## src/rtl/writeback_queue_pkg.sv

```systemverilog
// wb_pkg: shared widths and the stored entry type for writeback_queue.
package wb_pkg;
  localparam int DATA_W = 32;
  localparam int REG_W = 5;
  typedef struct packed {
    logic [REG_W-1:0] rd;
    logic [DATA_W-1:0] data;
  } wb_entry_t;
endpackage

```

## src/rtl/writeback_queue_mem.sv

```systemverilog
// writeback_queue_mem: DEPTH-entry storage, two write and two read ports, no data reset.
// With WB_QUEUE_LOOKUP_EN the whole array is also exposed for the bypass search.
module writeback_queue_mem
  import wb_pkg::*;
#(
  parameter int DEPTH = 8,
  localparam int PW = $clog2(DEPTH)
) (
  input  logic          clk,
  input  logic          we0_i,
  input  logic [PW-1:0] wa0_i,
  input  wb_entry_t     wd0_i,
  input  logic          we1_i,
  input  logic [PW-1:0] wa1_i,
  input  wb_entry_t     wd1_i,
  input  logic [PW-1:0] ra0_i,
  input  logic [PW-1:0] ra1_i,
  output wb_entry_t     rd0_o,
  output wb_entry_t     rd1_o
`ifdef WB_QUEUE_LOOKUP_EN
  , output wb_entry_t   ents_o [DEPTH]
`endif
);
  wb_entry_t mem_q [DEPTH];
  always_ff @(posedge clk) begin
    if (we0_i) mem_q[wa0_i] <= wd0_i;
    if (we1_i) mem_q[wa1_i] <= wd1_i;
  end
  assign rd0_o = mem_q[ra0_i];
  assign rd1_o = mem_q[ra1_i];
`ifdef WB_QUEUE_LOOKUP_EN
  assign ents_o = mem_q;
`endif
endmodule

```

## src/rtl/writeback_queue.sv

```systemverilog
// writeback_queue: dual-issue in-order writeback FIFO driving a two-port register file.
// Optional WB_QUEUE_LOOKUP_EN adds a youngest-match lookup for decode operand bypass.
module writeback_queue
  import wb_pkg::*;
#(
  parameter int DEPTH = 8,
  localparam int PW = $clog2(DEPTH),
  localparam int CW = PW + 1
) (
  input  logic              clk,
  input  logic              rst,
  input  logic              in0_valid,
  input  logic [REG_W-1:0]  in0_reg,
  input  logic [DATA_W-1:0] in0_data,
  input  logic              in1_valid,
  input  logic [REG_W-1:0]  in1_reg,
  input  logic [DATA_W-1:0] in1_data,
  output logic              in_ready,
  input  logic              drain_en,
  output logic              wr_en1,
  output logic [REG_W-1:0]  wr_reg1,
  output logic [DATA_W-1:0] wr_data1,
  output logic              wr_en2,
  output logic [REG_W-1:0]  wr_reg2,
  output logic [DATA_W-1:0] wr_data2,
  output logic [CW-1:0]     count
`ifdef WB_QUEUE_LOOKUP_EN
  , input  logic [REG_W-1:0]  query_reg
  , output logic              query_hit
  , output logic [DATA_W-1:0] query_data
`endif
);
  logic [PW-1:0] head_q, head_d, tail_q, tail_d;
  logic [CW-1:0] count_q, count_d, pushes, pops;
  logic push0, push1, has2, coll;
  wb_entry_t h, h1;
`ifdef WB_QUEUE_LOOKUP_EN
  wb_entry_t ents [DEPTH];
`endif
  assign in_ready = count_q <= CW'(DEPTH - 2);
  assign push0 = in_ready && in0_valid && in0_reg != '0;
  assign push1 = in_ready && in1_valid && in1_reg != '0;
  writeback_queue_mem #(.DEPTH(DEPTH)) u_mem (
    .clk   (clk),
    .we0_i (push0 || push1),
    .wa0_i (tail_q),
    .wd0_i (push0 ? wb_entry_t'{in0_reg, in0_data} : wb_entry_t'{in1_reg, in1_data}),
    .we1_i (push0 && push1),
    .wa1_i (tail_q + PW'(1)),
    .wd1_i (wb_entry_t'{in1_reg, in1_data}),
    .ra0_i (head_q),
    .ra1_i (head_q + PW'(1)),
    .rd0_o (h),
    .rd1_o (h1)
`ifdef WB_QUEUE_LOOKUP_EN
    , .ents_o (ents)
`endif
  );
  // A same-destination pair collapses to one write of the younger data but still pops both.
  assign has2 = count_q >= CW'(2);
  assign coll = has2 && h.rd == h1.rd;
  assign wr_en1 = drain_en && count_q != '0;
  assign wr_en2 = drain_en && has2 && !coll;
  assign wr_reg1 = wr_en1 ? (coll ? h1.rd : h.rd) : '0;
  assign wr_data1 = wr_en1 ? (coll ? h1.data : h.data) : '0;
  assign wr_reg2 = wr_en2 ? h1.rd : '0;
  assign wr_data2 = wr_en2 ? h1.data : '0;
  assign pushes = CW'(push0) + CW'(push1);
  assign pops = !drain_en ? '0 : has2 ? CW'(2) : CW'(count_q != '0);
  assign count_d = count_q + pushes - pops;
  assign head_d = head_q + pops[PW-1:0];
  assign tail_d = tail_q + pushes[PW-1:0];
  assign count = count_q;
  always_ff @(posedge clk) begin
    if (rst) begin
      head_q <= '0;
      tail_q <= '0;
      count_q <= '0;
    end else begin
      head_q <= head_d;
      tail_q <= tail_d;
      count_q <= count_d;
    end
  end
`ifdef WB_QUEUE_LOOKUP_EN
  // Walk oldest to youngest so the last match left standing is the youngest.
  always_comb begin
    query_hit = 1'b0;
    query_data = '0;
    for (int k = 0; k < DEPTH; k++)
      if (!rst && query_reg != '0 && CW'(k) < count_q && ents[head_q + PW'(k)].rd == query_reg) begin
        query_hit = 1'b1;
        query_data = ents[head_q + PW'(k)].data;
      end
  end
`endif
endmodule

```

## config.mk

```make
export PLATFORM = sky130hd
export DESIGN_NAME = writeback_queue
export DESIGN_NICKNAME = d
export VERILOG_FILES = /design/src/rtl/writeback_queue_pkg.sv /design/src/rtl/writeback_queue_mem.sv /design/src/rtl/writeback_queue.sv
export SDC_FILE = /design/constraint.sdc
export NUM_CORES = 1
export LEC_CHECK = 0
export CORE_UTILIZATION = 50
export DETAILED_ROUTE_END_ITERATION = 8
export PLACE_DENSITY = 0.68
export SLEW_MARGIN = 5
export SYNTH_ARGS = -nofsm -noshare
export SYNTH_HDL_FRONTEND = slang
export SYNTH_SLANG_ARGS = --single-unit
```

## constraint.sdc

```tcl
create_clock -name clk -period 17.5 [get_ports clk]
set_clock_uncertainty 0.05 [all_clocks]
set_input_delay 3.5 -clock clk [delete_from_list [all_inputs] [get_ports clk]]
set_output_delay 3.5 -clock clk [all_outputs]
set_load 0.005 [all_outputs]
```

==> qor.json, run 1 <==
{
  "track_usage": {"value": 27.3, "unit": "%"},
  "cts.sinks": {"value": 306},
  "timing_worst_slew_pin_value": {"value": 1.16, "unit": "ns"},
  "timing.critical_path.max_delay_family": {"value": "buffers and inverters"},
  "cts-htree-levels": {"value": 2},
  "power_density": {"value": 181, "unit": "nW/µm²"},
  "io_pins": {"value": 160},
  "worst-path-buf-inv": {"value": 4},
  "antenna_violations_before_repair": {"value": 5},
  "finalHoldWorstSlack": {"value": 0.652, "unit": "ns"},
  "detail_route.drc_violations": {"value": 0},
  "place_ws": {"value": 7.75, "unit": "ns"},
  "worstHoldPathType": {"value": "reg -> reg"},
  "timing_startpoint_of_the_critical_path": {"value": "head_q[1]"},
  "die_w": {"value": 199, "unit": "µm"},
  "portBuffers": {"value": 159},
  "critPathMaxStageDelay": {"value": 0.97, "unit": "ns"},
  "grt_first_pass_wirelength": {"value": 78400, "unit": "µm"},
  "num-fill-cells": {"value": 2892},
  "ff_latch_area": {"value": 9100, "unit": "µm²"},
  "synth-async-reset-ratio": {"value": 0, "unit": "%"},
  "detailedRoute.firstPassIterationCount": {"value": 5},
  "yosys_most_used_dff": {"value": "sky130_fd_sc_hd__edfxtp_1"},
  "synth_largest_area_cell": {"value": "sky130_fd_sc_hd__edfxtp_1"},
  "post_synth_instance_area": {"value": 19300, "unit": "µm²"},
  "pwr-share-comb": {"value": 54.1, "unit": "%"},
  "period_share": {"value": 57.6, "unit": "%"},
  "detailedRoute.firstIterationViolations": {"value": 865},
  "synth_area_leaders": {"value": "sky130_fd_sc_hd__edfxtp_1 46%, sky130_fd_sc_hd__mux4_2 16%, sky130_fd_sc_hd__mux2_2 15%"},
  "synth.net_count": {"value": 1315},
  "dieHeight": {"value": 199, "unit": "µm"},
  "clk_path_buf_depth": {"value": 3},
  "synth-edff-count": {"value": 296},
  "final-hold-violation-count": {"value": 0},
  "drive_above_1_share": {"value": 42.5, "unit": "%"},
  "post_synth.cell_area_avg": {"value": 15.9, "unit": "µm²"},
  "post-cts-setup-buffer-count": {"value": 0},
  "worstSetupEndpointType": {"value": "primary output"},
  "capturing_instance_or_port_of_the_critical_path": {"value": "wr_reg2[4]"},
  "slew_violations": {"value": 0},
  "timing.setup.critical_path_class": {"value": "reg -> out"},
  "cts.hold.buffers_added": {"value": 0},
  "cp_num_cells": {"value": 11},
  "timing.critical_path.arrival": {"value": 6.53, "unit": "ns"},
  "dr_total_vias": {"value": 12200},
  "dieArea": {"value": 39500, "unit": "µm²"},
  "coreArea": {"value": 37800, "unit": "µm²"},
  "max_cap_violations": {"value": 0},
  "routed_via_count_divided_by_cell_count": {"value": 6.43},
  "share_clk_of_total_power": {"value": 18.6, "unit": "%"},
  "worst_slew_margin_rel": {"value": 22.7, "unit": "%"},
  "yosys.cell_types.count": {"value": 60},
  "global_route.overflow_total": {"value": 0},
  "timing.critical_path.fanout_max": {"value": 39},
  "clock_tree_from_tritoncts": {"value": "done"},
  "yosysSeqAreaShare": {"value": 47.0, "unit": "%"},
  "syn_to_final_growth": {"value": 16.9, "unit": "%"},
  "grt_max_degree": {"value": 64},
  "multi_input_area": {"value": 9810, "unit": "µm²"},
  "yosys_register_bits": {"value": 306},
  "worst-endpoint-required": {"value": 13.95, "unit": "ns"},
  "period_minus_slack": {"value": 10.08, "unit": "ns"},
  "grt_pass1_vias": {"value": 12400},
  "setup_violations": {"value": 0},
  "max_freq": {"value": 0.0992, "unit": "GHz"},
  "yosys.area.top_type_share": {"value": 45.9, "unit": "%"},
  "initial_utilization": {"value": 51.1, "unit": "%"},
  "num_rows": {"value": 71},
  "path_depth_of_the_worst_reg2reg_path": {"value": 14},
  "synthesis.instances": {"value": 1219},
  "gp_congestion": {"value": 0.824},
  "internal_power": {"value": 2.52, "unit": "mW"},
  "pwr-share-seq": {"value": 27.4, "unit": "%"},
  "status": {"value": "completed"},
  "detail_route.wl_per_cell": {"value": 28.0, "unit": "µm"},
  "fin_nets": {"value": 1446},
  "setup.worst_path.start_class": {"value": "flip-flop"},
  "r2r-start": {"value": "count[3]"},
  "peakVddDrop": {"value": 131, "unit": "µV"},
  "timing.setup.tns": {"value": 0, "unit": "ns"},
  "synth.yosys.warnings": {"value": 0},
  "antenna_left": {"value": 0},
  "crit-reg2reg-capture": {"value": "u_mem.mem_q[1][21]"},
  "critical_path.cell_chain": {"value": "buf_4 > buf_4 > mux2_2 > mux2_2 > xnor2_1 > nand3_1 > a21oi_4 > buf_4 > a21bo_2 > nor2_1 > clkdlybuf4s50_1"},
  "wirelength": {"value": 53000, "unit": "µm"},
  "finalWorstSetupSlack": {"value": 7.42, "unit": "ns"},
  "numCtsBuffers": {"value": 37},
  "worst_path_max_delay_cell": {"value": "sky130_fd_sc_hd__a21bo_2"},
  "insertion_delay": {"value": 0.52, "unit": "ns"},
  "clk_root_buffer_cell": {"value": "sky130_fd_sc_hd__clkbuf_16"},
  "place.detailed.hpwl": {"value": 30600, "unit": "µm"},
  "p_sw": {"value": 1.58, "unit": "mW"},
  "p_leak": {"value": 7.13, "unit": "nW"},
  "timing.reg2reg.setup_slack": {"value": 12.58, "unit": "ns"},
  "grt_setup_unrepaired": {"value": "no"},
  "critPathMostFrequentCell": {"value": "sky130_fd_sc_hd__buf_4"},
  "swShare": {"value": 38.6, "unit": "%"},
  "cts.clk_slew.worst_paths": {"value": 0.06, "unit": "ns"},
  "post_cts_resize_count": {"value": 0}
}
## metal layers
metal	global-route usage (%)	vias to the layer above	wire, µm
met1	37.2	6378	22700
met3	4.17	82	3020
met4	6.78	6	1180
met2	45.9	407	26000
li1	-	5280	-
met5	0	-	40
## cells by family after synthesis
kind of cell | share of synthesized area (%)
muxes | 37.6
buffers and inverters | 3.23
DFF | 47.0
xor gates and xnor gates | 0.854
and+or+nand+nor | 3.94
AOI/OAI and AO/OA | 6.22
adders and majority gates | 1.22
## cell usage in the layout, fill, tap and decap left out, types with 7 or more instances in the layout
| cell type | n |
|---|---|
| sky130_fd_sc_hd__mux2_1 | 43 |
| sky130_fd_sc_hd__dfxtp_1 | 7 |
| sky130_fd_sc_hd__clkdlybuf4s50_1 | 159 |
| sky130_fd_sc_hd__nor2b_1 | 37 |
| sky130_fd_sc_hd__mux4_2 | 139 |
| sky130_fd_sc_hd__clkinv_2 | 9 |
| sky130_fd_sc_hd__a211oi_2 | 30 |
| sky130_fd_sc_hd__edfxtp_1 | 296 |
| sky130_fd_sc_hd__mux2i_1 | 54 |
| sky130_fd_sc_hd__nand2_1 | 11 |
| sky130_fd_sc_hd__mux2_2 | 266 |
| sky130_fd_sc_hd__a22oi_1 | 10 |
| sky130_fd_sc_hd__buf_4 | 30 |
| sky130_fd_sc_hd__inv_1 | 13 |
| sky130_fd_sc_hd__ha_1 | 13 |
| sky130_fd_sc_hd__a221oi_2 | 30 |
| sky130_fd_sc_hd__o22ai_1 | 12 |
| sky130_fd_sc_hd__nor2_1 | 59 |
| sky130_fd_sc_hd__xnor2_1 | 13 |
| sky130_fd_sc_hd__clkbuf_16 | 39 |
## stage by stage
step	total power, mW	util [%]	std cells	instance area (µm²)
2_1_floorplan	2.66	-	1219	19300
3_3_place_gp	3.34	56.6	1822	21400
3_5_place_dp	3.36	56.6	1822	21400
4_1_cts	4.13	59.8	1889	22600
5_1_grt	4.30	59.8	1889	22600
6_report	4.10	59.8	1890	22600
## power by group through the flow
stage	Clock (mW)	Sequential (mW)	Combinational, mW
after floorplan	0	1.08	1.58
after global placement	0	1.13	2.21
after detailed placement	0	1.14	2.22
after CTS	0.772	1.12	2.23
after global routing	0.800	1.14	2.36
final	0.761	1.12	2.22
## tightest hold or removal path, cell delays in order (launching register included)
cell                      delay, ns
sky130_fd_sc_hd__dfxtp_1       0.41
sky130_fd_sc_hd__ha_1          0.16
sky130_fd_sc_hd__nor2b_1       0.10
## area by class of cell
type | instances | area share [%]
sequential | 306 | 40.2
tap | 511 | 2.83
clock inverter | 24 | 0.902
clock buffer | 43 | 4.38
multi-input combinational | 802 | 43.4
antenna | 1 | 0.0111
timing repair buffer | 189 | 8.03
inverter | 14 | 0.232
## state kept, by name, indices dropped and copies added, names as in the netlist
name,cells
head_q,3
u_mem.mem_q,296
count,4
tail_q,3
## synth_stat cells (2+ instances only)
library cell	n
sky130_fd_sc_hd__a211oi_1	2
sky130_fd_sc_hd__a211oi_2	30
sky130_fd_sc_hd__a21o_1	4
sky130_fd_sc_hd__a21oi_1	6
sky130_fd_sc_hd__a21oi_2	2
sky130_fd_sc_hd__a221oi_1	2
sky130_fd_sc_hd__a221oi_2	30
sky130_fd_sc_hd__a22oi_1	10
sky130_fd_sc_hd__and3_1	2
sky130_fd_sc_hd__and3b_1	2
sky130_fd_sc_hd__buf_1	8
sky130_fd_sc_hd__buf_12	4
sky130_fd_sc_hd__buf_2	42
sky130_fd_sc_hd__buf_4	5
sky130_fd_sc_hd__buf_6	8
sky130_fd_sc_hd__clkbuf_1	29
sky130_fd_sc_hd__dfxtp_1	10
sky130_fd_sc_hd__edfxtp_1	296
sky130_fd_sc_hd__fa_1	3
sky130_fd_sc_hd__ha_1	14
sky130_fd_sc_hd__inv_1	13
sky130_fd_sc_hd__mux2_1	43
sky130_fd_sc_hd__mux2_2	266
sky130_fd_sc_hd__mux2_4	4
sky130_fd_sc_hd__mux2i_1	57
sky130_fd_sc_hd__mux4_2	139
sky130_fd_sc_hd__nand2_1	12
sky130_fd_sc_hd__nand3_1	4
sky130_fd_sc_hd__nand3b_1	3
sky130_fd_sc_hd__nor2_1	59
sky130_fd_sc_hd__nor2_2	6
sky130_fd_sc_hd__nor2b_1	37
sky130_fd_sc_hd__nor3_1	3
sky130_fd_sc_hd__nor3b_1	2
sky130_fd_sc_hd__o211ai_1	2
sky130_fd_sc_hd__o21ai_0	7
sky130_fd_sc_hd__o21ai_1	2
sky130_fd_sc_hd__o22ai_1	12
sky130_fd_sc_hd__or3b_1	2
sky130_fd_sc_hd__or4_1	2
sky130_fd_sc_hd__xnor2_1	13
sky130_fd_sc_hd__xor2_1	4
## worst min path at each step
stage / cells past startpoint / end / startpoint
after floorplan: 2 / tail_q[0] / tail_q[0]
after global placement: 2 / count[0] / count[0]
after detailed placement: 2 / count[0] / count[0]
after CTS: 2 / count[0] / count[0]
after global routing: 2 / count[0] / count[0]
final: 2 / count[0] / count[0]
(Power assumes the default switching activity.)
==> run 2: changes to the inputs <==
--- a/config.mk
+++ b/config.mk
@@ -7,7 +7,7 @@
 export LEC_CHECK = 0
 export CORE_UTILIZATION = 50
 export DETAILED_ROUTE_END_ITERATION = 8
-export PLACE_DENSITY = 0.68
+export PLACE_DENSITY = 0.71
 export SLEW_MARGIN = 5
 export SYNTH_ARGS = -nofsm -noshare
 export SYNTH_HDL_FRONTEND = slang
==> constraint.sdc (replaced) <==
create_clock -name clk -period 9.2 [get_ports clk]
set_clock_uncertainty 0.05 [all_clocks]
set_input_delay 1.84 -clock clk [delete_from_list [all_inputs] [get_ports clk]]
set_output_delay 1.84 -clock clk [all_outputs]
set_load 0.005 [all_outputs]
==> run 2 against run 1 <==
Net effect:
- clock power grew 94%
- sequential power grew 89%
- combinational power grew 91%
- wire length shrank 1.3%
- global-route usage shrank 0.23 points
- total power grew 91%
- worst hold slack gained 0.0084 ns
- highest routed layer is now met4
==> qor.json, run 2 (synthesis gave the netlist of run 1 again) <==
{
  "dr_total_vias": {"value": 12300},
  "critPathMaxStageDelay": {"value": 0.93, "unit": "ns"},
  "antenna_violations_before_repair": {"value": 2},
  "numCtsBuffers": {"value": 37},
  "period_minus_slack": {"value": 7.31, "unit": "ns"},
  "timing_worst_slew_pin_value": {"value": 1.12, "unit": "ns"},
  "internal_power": {"value": 4.84, "unit": "mW"},
  "worst-path-buf-inv": {"value": 2},
  "post_layout_nonfiller_instances": {"value": 1888},
  "cts.clk_slew.worst_paths": {"value": 0.06, "unit": "ns"},
  "worstSetupEndpointType": {"value": "primary output"},
  "timing.critical_path.arrival": {"value": 5.42, "unit": "ns"},
  "worst_slew_margin_rel": {"value": 24.9, "unit": "%"},
  "timing.critical_path.fanout_max": {"value": 45},
  "coreArea": {"value": 37800, "unit": "µm²"},
  "largest_register_ffs": {"value": 296},
  "pwr-share-comb": {"value": 54.0, "unit": "%"},
  "swShare": {"value": 38.2, "unit": "%"},
  "post-cts-setup-buffer-count": {"value": 0},
  "clk_root_buffer_cell": {"value": "sky130_fd_sc_hd__clkbuf_16"},
  "post_cts_resize_count": {"value": 0},
  "grt_setup_unrepaired": {"value": "no"},
  "peakVddDrop": {"value": 336, "unit": "µV"},
  "routed_via_count_divided_by_cell_count": {"value": 6.49},
  "worst_path_max_delay_cell": {"value": "sky130_fd_sc_hd__a21bo_2"},
  "global_route.overflow_total": {"value": 0},
  "clock_tree_from_tritoncts": {"value": "done"},
  "worstHoldPathType": {"value": "reg -> reg"},
  "cts.sinks": {"value": 306},
  "die_w": {"value": 199, "unit": "µm"},
  "place.detailed.instances": {"value": 1820},
  "p_leak": {"value": 7.13, "unit": "nW"},
  "worst-endpoint-required": {"value": 7.31, "unit": "ns"},
  "pwr-share-seq": {"value": 27.0, "unit": "%"},
  "timing.critical_path.max_delay_family": {"value": "buffers and inverters"},
  "num-fill-cells": {"value": 2891},
  "max_freq": {"value": 0.137, "unit": "GHz"},
  "syn_to_final_growth": {"value": 17.0, "unit": "%"},
  "grt_first_pass_wirelength": {"value": 78300, "unit": "µm"},
  "detailedRoute.firstIterationViolations": {"value": 902},
  "clk_path_buf_depth": {"value": 3},
  "setup.worst_path.start_class": {"value": "flip-flop"},
  "detail_route.drc_violations": {"value": 0},
  "portBuffers": {"value": 159},
  "num_rows": {"value": 71},
  "wirelength": {"value": 52300, "unit": "µm"},
  "share_clk_of_total_power": {"value": 18.9, "unit": "%"},
  "p_sw": {"value": 2.99, "unit": "mW"},
  "final_cell_mix": {"value": "296 x sky130_fd_sc_hd__edfxtp_1, 266 x sky130_fd_sc_hd__mux2_2, 159 x sky130_fd_sc_hd__clkdlybuf4s50_1"},
  "layout_commonest_cell": {"value": "sky130_fd_sc_hd__edfxtp_1"},
  "track_usage": {"value": 27.1, "unit": "%"},
  "max_cap_violations": {"value": 0},
  "finish.utilization": {"value": 59.8, "unit": "%"},
  "dieArea": {"value": 39500, "unit": "µm²"},
  "fin_nets": {"value": 1444},
  "place.detailed.hpwl": {"value": 30300, "unit": "µm"},
  "insertion_delay": {"value": 0.51, "unit": "ns"},
  "final-hold-violation-count": {"value": 0},
  "drive_above_1_share": {"value": 42.0, "unit": "%"},
  "detailedRoute.firstPassIterationCount": {"value": 8},
  "antenna_left": {"value": 0},
  "period_share": {"value": 79.5, "unit": "%"},
  "dieHeight": {"value": 199, "unit": "µm"},
  "io_pins": {"value": 160},
  "gp_congestion": {"value": 0.853},
  "grt_max_degree": {"value": 72},
  "detail_route.wl_per_cell": {"value": 27.7, "unit": "µm"},
  "grt_pass1_vias": {"value": 12700},
  "timing.setup.critical_path_class": {"value": "reg -> out"},
  "timing.setup.tns": {"value": 0, "unit": "ns"},
  "cts-htree-levels": {"value": 2},
  "initial_utilization": {"value": 51.1, "unit": "%"},
  "critical_path.cell_chain": {"value": "ha_4 > mux4_1 > nor3_1 > o21ai_1 > nor4_4 > buf_4 > a21bo_2 > nor2_1 > clkdlybuf4s50_1"},
  "cts.hold.buffers_added": {"value": 0},
  "power_density": {"value": 346, "unit": "nW/µm²"},
  "slew_violations": {"value": 0},
  "status": {"value": "completed"},
  "setup_violations": {"value": 0},
  "total_power_consumption_of_the_routed_design": {"value": 7.83, "unit": "mW"},
  "max_flop_register": {"value": "u_mem.mem_q"}
}
-- run 2: cell count changes in the layout (fill, tap and decap cells not counted) --
| cell | delta |
|---|---|
| sky130_fd_sc_hd__clkbuf_1 | +4 |
| sky130_fd_sc_hd__diode_2 | +1 |
| sky130_fd_sc_hd__bufinv_16 | +2 |
| sky130_fd_sc_hd__clkinvlp_4 | -4 |
| sky130_fd_sc_hd__clkinv_2 | -5 |
| sky130_fd_sc_hd__buf_4 | -2 |
| sky130_fd_sc_hd__clkinv_1 | +2 |
-- run 2: layout make-up --
class / instances / area (µm²) / share of cell area, %
clock buffer: 47 / 1010 / 4.45
antenna: 2 / 5.00 / 0.0221
sequential: 306 / 9100 / 40.2
tap: 511 / 639 / 2.83
timing repair buffer: 187 / 1800 / 7.96
inverter: 14 / 52.6 / 0.232
multi-input combinational: 802 / 9810 / 43.3
clock inverter: 19 / 216 / 0.956
-- run 2: path summary, 6_finish.rpt --
| kind | start | to | slack, ns | cells past startpoint |
|---|---|---|---|---|
| max | head_q[0] | wr_data2[20] | 1.89 | 9 |
| min reg2reg | count[0] | count[0] | 0.66 | 2 |
| min | count[0] | count[0] | 0.66 | 2 |
| max reg2reg | count[3] | u_mem.mem_q[1][32] | 4.38 | 14 |
-- run 2: layer usage --
layer / GRT usage, % / share of wire (%) / vias up
met5: 0 / 0 / -
met4: 10.1 / 3.4 / 0
met2: 46.1 / 50 / 458
met1: 35.4 / 41 / 6413
met3: 3.53 / 5.8 / 106
li1: - / - / 5273
-- run 2: power groups by stage --
stage          Sequential, mW  Clock [mW]  Combinational [mW]
3_3_place_gp             2.12           0                4.21
4_1_cts                  2.11        1.50                4.26
5_1_grt                  2.15        1.55                4.51
3_5_place_dp             2.14           0                4.24
6_report                 2.12        1.48                4.23
2_1_floorplan            2.06           0                3.00
-- run 2: through the flow --
stage               hold WS, ns  setup WS, ns  cell area (µm²)
floorplan                 0.536          2.76            19300
global placement          0.643          2.39            21400
detailed placement        0.638          2.30            21400
CTS                       0.656          1.76            22600
global route              0.712          1.46            22600
finish                    0.660          1.89            22600
-- run 2: worst min-delay path: cells and delay by family (launching register included) --
family | cells | cell delay [ns]
flip-flops | 1 | 0.41
adder cells (fa/ha/maj) | 1 | 0.15
AND/OR/NAND/NOR | 1 | 0.11
